==> src/rtl/afifo_rd_packer.sv <==
// ---------------------------------------------------------------------------
// afifo_rd_packer
//   Read-side consumer of an asynchronous FIFO, living in the clk_rd domain.
//   Bytes are pulled through the FIFO read port (rd_en / empty / rd_data),
//   packed N at a time into one output word with the first byte in lane 0,
//   and presented on a valid/ready master port. A flush pulse forces out
//   whatever has been gathered so far as a partial word with a keep mask.
//
// Parameters
//   N        bytes per output word (2..8)
//   CNT_W    width of the lvl output; must be able to hold the value N
//
// Ports
//   clk_rd   in   1       read-domain clock, all logic on posedge
//   rst      in   1       synchronous active-low reset
//   empty    in   1       FIFO empty flag
//   rd_en    out  1       FIFO read strobe (combinational)
//   rd_data  in   8       FIFO read data, valid the cycle after rd_en
//   flush    in   1       one-cycle request to emit the partial word
//   m_valid  out  1       output word valid
//   m_ready  in   1       downstream accept
//   m_data   out  8*N     packed word, byte k in bits [8k+7:8k]
//   m_keep   out  N       lane k holds a real byte
//   lvl      out  CNT_W   bytes in the accumulator plus any in-flight byte
// ---------------------------------------------------------------------------
module afifo_rd_packer #(
  parameter int N     = 4,
  parameter int CNT_W = 4
) (
  input  logic             clk_rd,
  input  logic             rst,
  input  logic             empty,
  output logic             rd_en,
  input  logic [7:0]       rd_data,
  input  logic             flush,
  output logic             m_valid,
  input  logic             m_ready,
  output logic [8*N-1:0]   m_data,
  output logic [N-1:0]     m_keep,
  output logic [CNT_W-1:0] lvl
);

  typedef enum logic {
    FILL = 1'b0,
    EMIT = 1'b1
  } state_t;

  state_t           r_state;
  logic [CNT_W-1:0] r_acc_cnt;
  logic             r_rd_pend;
  logic             r_flush_req;
  logic [8*N-1:0]   r_acc;
  logic             r_m_valid;
  logic [8*N-1:0]   r_m_data;
  logic [N-1:0]     r_m_keep;

  logic [CNT_W-1:0] w_lvl;
  logic [N-1:0]     w_keep;
  logic [8*N-1:0]   w_masked;
  logic             w_out_free;

  // Occupancy counts the byte whose read has been issued but not yet landed,
  // so that reads stop exactly when the accumulator is spoken for.
  assign w_lvl = r_acc_cnt + CNT_W'(r_rd_pend);

  // Reads are gated by reset as well, so nothing is pulled from the FIFO
  // while the block is held in reset.
  assign rd_en = rst & (r_state == FILL) & ~r_flush_req & ~empty &
                 (w_lvl < CNT_W'(N));

  assign w_out_free = ~r_m_valid | m_ready;

  // Keep mask and zeroing of lanes that do not hold a gathered byte.
  always_comb begin
    w_keep   = '0;
    w_masked = '0;
    for (int k = 0; k < N; k++) begin
      w_keep[k]          = (CNT_W'(k) < r_acc_cnt);
      w_masked[8*k +: 8] = r_acc[8*k +: 8] & {8{w_keep[k]}};
    end
  end

  // Accumulator, FILL/EMIT control and the registered output port.
  // A transfer clears m_valid first; a reload in EMIT then overrides it so
  // back-to-back words can stream without a bubble.
  always_ff @(posedge clk_rd) begin
    if (!rst) begin
      r_state     <= FILL;
      r_acc_cnt   <= '0;
      r_rd_pend   <= 1'b0;
      r_flush_req <= 1'b0;
      r_acc       <= '0;
      r_m_valid   <= 1'b0;
      r_m_data    <= '0;
      r_m_keep    <= '0;
    end else begin
      r_rd_pend <= rd_en;

      if (r_m_valid && m_ready) begin
        r_m_valid <= 1'b0;
      end

      case (r_state)
        FILL: begin
          if (r_rd_pend) begin
            for (int k = 0; k < N; k++) begin
              if (r_acc_cnt == CNT_W'(k)) begin
                r_acc[8*k +: 8] <= rd_data;
              end
            end
            r_acc_cnt <= r_acc_cnt + CNT_W'(1);
          end

          // w_lvl equals the count after this cycle's capture.
          if (w_lvl == CNT_W'(N)) begin
            r_state <= EMIT;
          end else if (r_flush_req && !r_rd_pend) begin
            if (r_acc_cnt != '0) begin
              r_state <= EMIT;
            end else begin
              r_flush_req <= 1'b0;
            end
          end

          if (flush) begin
            r_flush_req <= 1'b1;
          end
        end

        EMIT: begin
          if (flush) begin
            r_flush_req <= 1'b1;
          end
          if (w_out_free) begin
            r_m_data    <= w_masked;
            r_m_keep    <= w_keep;
            r_m_valid   <= 1'b1;
            r_acc       <= '0;
            r_acc_cnt   <= '0;
            r_flush_req <= 1'b0;
            r_state     <= FILL;
          end
        end

        default: begin
          r_state <= FILL;
        end
      endcase
    end
  end

  assign m_valid = r_m_valid;
  assign m_data  = r_m_data;
  assign m_keep  = r_m_keep;
  assign lvl     = w_lvl;

endmodule
==> config.mk <==
export PLATFORM = sky130hd
export DESIGN_NAME = afifo_rd_packer
export DESIGN_NICKNAME = d
export VERILOG_FILES = /design/src/rtl/afifo_rd_packer.sv
export SDC_FILE = /design/constraint.sdc
export NUM_CORES = 1
export LEC_CHECK = 0
export CORE_AREA = 2 2 103 65
export DETAILED_ROUTE_END_ITERATION = 16
export DIE_AREA = 0 0 105 67
export PLACE_DENSITY = 0.77
export SLEW_MARGIN = 25
export SYNTH_ARGS = -nofsm -noshare
export SYNTH_HDL_FRONTEND = slang
export SYNTH_SLANG_ARGS = --single-unit
==> constraint.sdc <==
create_clock -name clk_rd -period 2.2 [get_ports clk_rd]
set_input_delay 0.55 -clock clk_rd [delete_from_list [all_inputs] [get_ports clk_rd]]
set_output_delay 0.55 -clock clk_rd [all_outputs]
set_load 0.05 [all_outputs]
# Word level (Yosys, flattened, before mapping)
# Index checks and enable logic that the tools add are counted.
[op_classes]
eq_ne = 14
muxes = 25
n_reduce_logical = 12
n_addsub = 2
bitwise_logic = 13
n_lt_le_gt_ge = 5
[ops]
columns = ["op", "count"]
rows = [
  ["$mux 32", 2],
  ["$pmux 32 s2", 1],
  ["$and 8x8->8", 4],
  ["$mux 8", 4],
  ["$mux 1", 13],
  ["$reduce_and 3->1", 4],
  ["$ne 2x1->1 const B", 5],
  ["$eq 4x2->1 const B", 2],
  ["$lt 1x4->1 const A", 2],
  ["$lt 2x4->1 const A", 2],
  ["$mux 4", 2],
  ["$pmux 4 s2", 1],
  ["$ne 3x2->1 const B", 2],
  ["$ne 3x3->1 const B", 2],
  ["$add 4x1->4", 1],
  ["$add 4x1->4 const B", 1],
  ["$and 1x1->1", 4],
  ["$eq 4x1->1 const B", 1],
  ["$eq 4x3->1 const B", 1],
  ["$logic_not 4->1", 1],
  ["$lt 4x3->1 const B", 1],
  ["$not 1->1", 4],
  ["$pmux 1 s2", 2],
  ["$reduce_and 2->1", 2],
  ["6 further kinds", 7],
]
[totals]
out_inout_bits = 42
regBits = 76

# Logic depth before layout (Yosys ltp)
[logic_depth]
ltp_word = 6
mapped_depth = 7
depth_no_buf = 6

# Least setup slack after synthesis
# OpenSTA, ideal clock, no wires.
[synth_timing]
path_kind = "reg-to-output"
from = "reg r_acc_cnt[0]"
to = "out rd_en"
arrival_ns = 2.779
path_stages_with_launch = 5
path_buffers = 0
path_slack_ns = -1.129
required_ns = 1.650
cell_sequence = "dfxtp_1 ha_1 nand3_2 xnor2_1 nor4_1"
[synth_via]
elab_chain_cells = 3
[synth_lines]
columns = ["element", "line_no", "source"]
rows = [
  ["start: declaration", "49", "logic [CNT_W-1:0] r_acc_cnt;"],
  ["start signal: assignment", "111", "r_acc_cnt <= r_acc_cnt + CNT_W'(1);"],
  ["$add 4x1->4", "64", "assign w_lvl = r_acc_cnt + CNT_W'(r_rd_pend);"],
  ["via lvl[3]", "40", "output logic [CNT_W-1:0] lvl"],
  ["$lt 4x3->1", "69", "(w_lvl < CNT_W'(N));"],
  ["$and 1x1->1", "68", "assign rd_en = rst & (r_state == FILL) & ~r_flush_req & ~empty &"],
  ["end: declaration", "33", "output logic rd_en,"],
]
# The timed path passes the listed nets, and every way through them passes these cells.

# Worst setup path in the final report
[layout_timing]
from = "reg r_acc_cnt[0]"
to = "out rd_en"
[layout_via]
elab_chain_cells = 3
[layout_lines]
columns = ["element", "line_no"]
rows = [
  ["$add 4x1->4", "64"],
  ["$lt 4x3->1", "69"],
  ["$and 1x1->1", "68"],
]
# Every way passes these cells.

==> summary.md <==
| Metric | Value |
|---|---|
| Status | `finished, violations left` |
| Failing checks | `negative setup slack` |
| Starting DRC count in detailed routing | `118` |
| PD cells | `684.8 mW/mm^2` |
| Core area | `0.006001 sq mm` |
| First-pass GRT wire length | `11.61 mm` |
| Synthesis-stage register bit count | `76` |
| Slew headroom | `65.64%` |
| DP HPWL | `5.015 mm` |
| Most frequent cells in the layout | `dfxtp_1, clkdlybuf4s50_1, nor2b_1` |
| Chip Width | `105 microns` |
| CP max stage cell | `dfxtp_4` |
| Critical path fanouts, max | `2` |
| CP bufs+invs | `1` |
| Worst-path cell chain | `ha_4, ha_4, xnor2_4, nand2_2, nor4_4, buf_12` |
| Vias in the first global route | `2324` |
| Tightest Hold Check Type | `register to register` |
| Required time worst endpoint | `1.65 ns` |
| P_int | `2.138 mW` |
| IO buf count | `54` |
| Setup WS post-layout | `-0.04127 ns` |
| CTS tree | `built` |
| Global route total overflow | `0` |
| # DRC | `0` |
| Leakage | `1.539 nW` |
| Clock group share of total power | `41.6%` |
| Worst setup path start | `r_acc_cnt[0]$_SDFFE_PN0P_` |
| Library cells used by synthesis | `42` |
| GRT Resource Usage Total | `21.60%` |
| # nets final | `385` |
| Logic pwr share | `8.0%` |
| CTS sink count | `76` |
| Fraction of registers with async set/reset | `0%` |
| Layout Area Growth over Synthesis | `34.12%` |
| Clk Latency, worst-skew pair | `0.35 ns` |
| First-pass DRT Iterations | `4` |
| Die area | `0.007035 sq mm` |
| Final Core Density | `68.35%` |
| Design area | `0.004101 sq mm` |
| Layout cells sized above 1 | `18.01%` |
| Crit Path Class | `register to output port` |
| GPL Wtd Cong | `0.8513` |
| Register area share after synthesis | `49.75%` |
| Hold path start | `r_acc[26]$_SDFFE_PN0P_` |
| CTS H-tree depth | `3` |
| Worst-margin pin slew | `0.5147 ns` |
| Initial antenna violation count | `0` |
| CP Launch Type | `register` |
| # IOs | `55` |
| Post-synth EDFFs | `0` |
| Fin. Hold Viols | `0` |
| Routed Antenna Nets | `0` |
| Initial Util | `50.96%` |
| Reg power frac | `50.4%` |
| Vias per cell | `5.263` |
| Sw frac | `23.86%` |
| Total Wirelength | `7.045 mm` |
| Synthesized net count | `322` |
| FF-to-FF Start | `r_state$_SDFF_PN0_` |
| Max clock buf depth | `2` |
| Fmax | `446.2 MHz` |
| Setup Skew | `0.008639 ns` |
| Number of synthesis warnings | `0` |
| Clock slew seen by the registers of the worst setup and hold paths | `0.07 ns` |
| CP delay by family, top | `flip-flops` |
| Commonest non-fill, non-tap cell in the layout | `dfxtp_1` |
| Area after DPL | `0.003780 sq mm` |
| Endpoint class of the critical path | `output port` |
| Largest stage delay, worst path | `0.37 ns` |
| Antenna Cells | `0` |
| Cell Area, Synth | `0.003058 sq mm` |
| Period Utilization, post-route | `101.9%` |
| Syn avg cell area | `10.06 sq um` |
| Most frequent CP cell | `ha_4` |
| CTS root buffer | `clkbuf_8` |
| Die Y | `67 microns` |
| Pins Over Slew Limit | `0` |
| Unrepaired setup endpoints after global routing | `yes` |
| Row count | `22` |
| Max-Cap Viols | `0` |
| Finish-stage setup viols | `1` |
| CTS Buf Count | `9` |
| Vias | `2400` |
| Top_reg_cell synth | `dfxtp_1` |
| Switch Pwr | `0.6702 mW` |
| Synthesized instance count | `304` |
| WL per Instance | `15.45 microns` |
| VDD IR max | `0.3477 mV` |
| Min cycle time layout | `2.241 ns` |
| Largest net degree at the start of global routing | `49` |
| Arrival time worst endpoint | `1.69 ns` |
==> area by class of cell <==
class | count | area (sq um)
fill | 485 | 1899
sequential | 76 | 1531
multi-input combinational | 204 | 1501
timing repair buffer | 72 | 723.2
clock buffer | 9 | 123.9
tap | 84 | 105.1
clock inverter | 7 | 98.84
inverter | 4 | 17.52
==> power groups by stage <==
stage	combinational, mW	clock (mW)	sequential [mW]
after floorplan	0.133	0	1.44
final	0.226	1.17	1.41
after global routing	0.245	1.26	1.42
after global placement	0.204	0	1.45
after CTS	0.223	1.19	1.41
after detailed placement	0.208	0	1.45
==> synth_stat cells (2+ instances only) <==
master | n | area share, %
a21boi_0 | 2 | 0.49
a21oi_1 | 7 | 1.1
a22o_1 | 8 | 2.3
a22oi_1 | 24 | 5.9
and2_1 | 8 | 1.6
buf_2 | 7 | 1.1
buf_6 | 3 | 1.1
clkbuf_1 | 9 | 1.1
dfxtp_1 | 76 | 50
ha_1 | 5 | 2.0
inv_1 | 3 | 0.37
mux2i_1 | 15 | 4.9
nand2_1 | 23 | 2.8
nand3_1 | 24 | 3.9
nand3_2 | 2 | 0.65
nand3b_1 | 2 | 0.49
nor2_1 | 3 | 0.37
nor2b_1 | 29 | 5.9
nor3_1 | 2 | 0.33
nor3_4 | 3 | 1.6
nor4_1 | 2 | 0.41
o21ai_0 | 24 | 3.9
xnor2_1 | 4 | 1.1
==> worst min-delay path, cell delays in order (launching register included) <==
cell     delay (ns)
dfxtp_1        0.32
nand2_1        0.05
mux2i_1        0.05
==> logic make-up (layout without fill, tap and decap cells) <==
| family | count (synthesis) | in the layout | synth area share [%] |
|---|---|---|---|
| AND/OR/NAND/NOR | 110 | 110 | 22.91 |
| XOR/XNOR | 4 | 4 | 1.146 |
| adder cells (fa/ha/maj) | 5 | 5 | 2.046 |
| multiplexers | 15 | 15 | 4.910 |
| buffers and inverters | 24 | 92 | 4.091 |
| flip-flops | 76 | 76 | 49.75 |
| AO/OA/AOI/OAI | 70 | 70 | 15.14 |
==> worst paths after layout <==
path	to	slack, ns	cells past startpoint
worst max-delay path	rd_en	-0.04	6
worst min-delay path	r_acc[26]$_SDFFE_PN0P_	0.47	2
worst max register to register	m_data[14]$_SDFFE_PN0P_	0.36	4
worst min register to register	r_acc[26]$_SDFFE_PN0P_	0.47	2
==> per-layer routing <==
layer | global-route usage (%) | up-vias | part of all wire, %
li1 | - | 1202 | -
met3 | 6.067 | 9 | 7.2
met5 | 0 | - | 0
met2 | 34.09 | 76 | 44
met1 | 28.60 | 1113 | 47
met4 | 7.500 | 0 | 0.89
==> registers in the layout, indices dropped and copies added, names as in the netlist <==
name,count
m_keep,4
r_state,1
r_acc,32
r_acc_cnt,4
r_flush_req,1
r_rd_pend,1
m_valid,1
m_data,32
==> repair_timing <==
item	in CTS	in global routing
resized for setup	8	5
endpoints found under the setup margin	3	2
setup buffers	4	2
hold buffers	0	0
pin swaps	2	2
==> through the flow <==
step,setup slack [ns],instances,setup TNS (ns),power [mW],hold WS (ns)
after floorplan,0.01496,304,0,1.577,0.4344
after global placement,-0.02604,435,-0.02604,1.652,0.4471
after detailed placement,-0.09801,435,-0.2167,1.656,0.4460
after CTS,-0.1652,455,-0.1652,2.828,0.4689
after global routing,-0.08974,456,-0.08974,2.920,0.4915
final,-0.04127,456,-0.04127,2.809,0.4651
No activity file was read; power rests on OpenSTA's default activity.
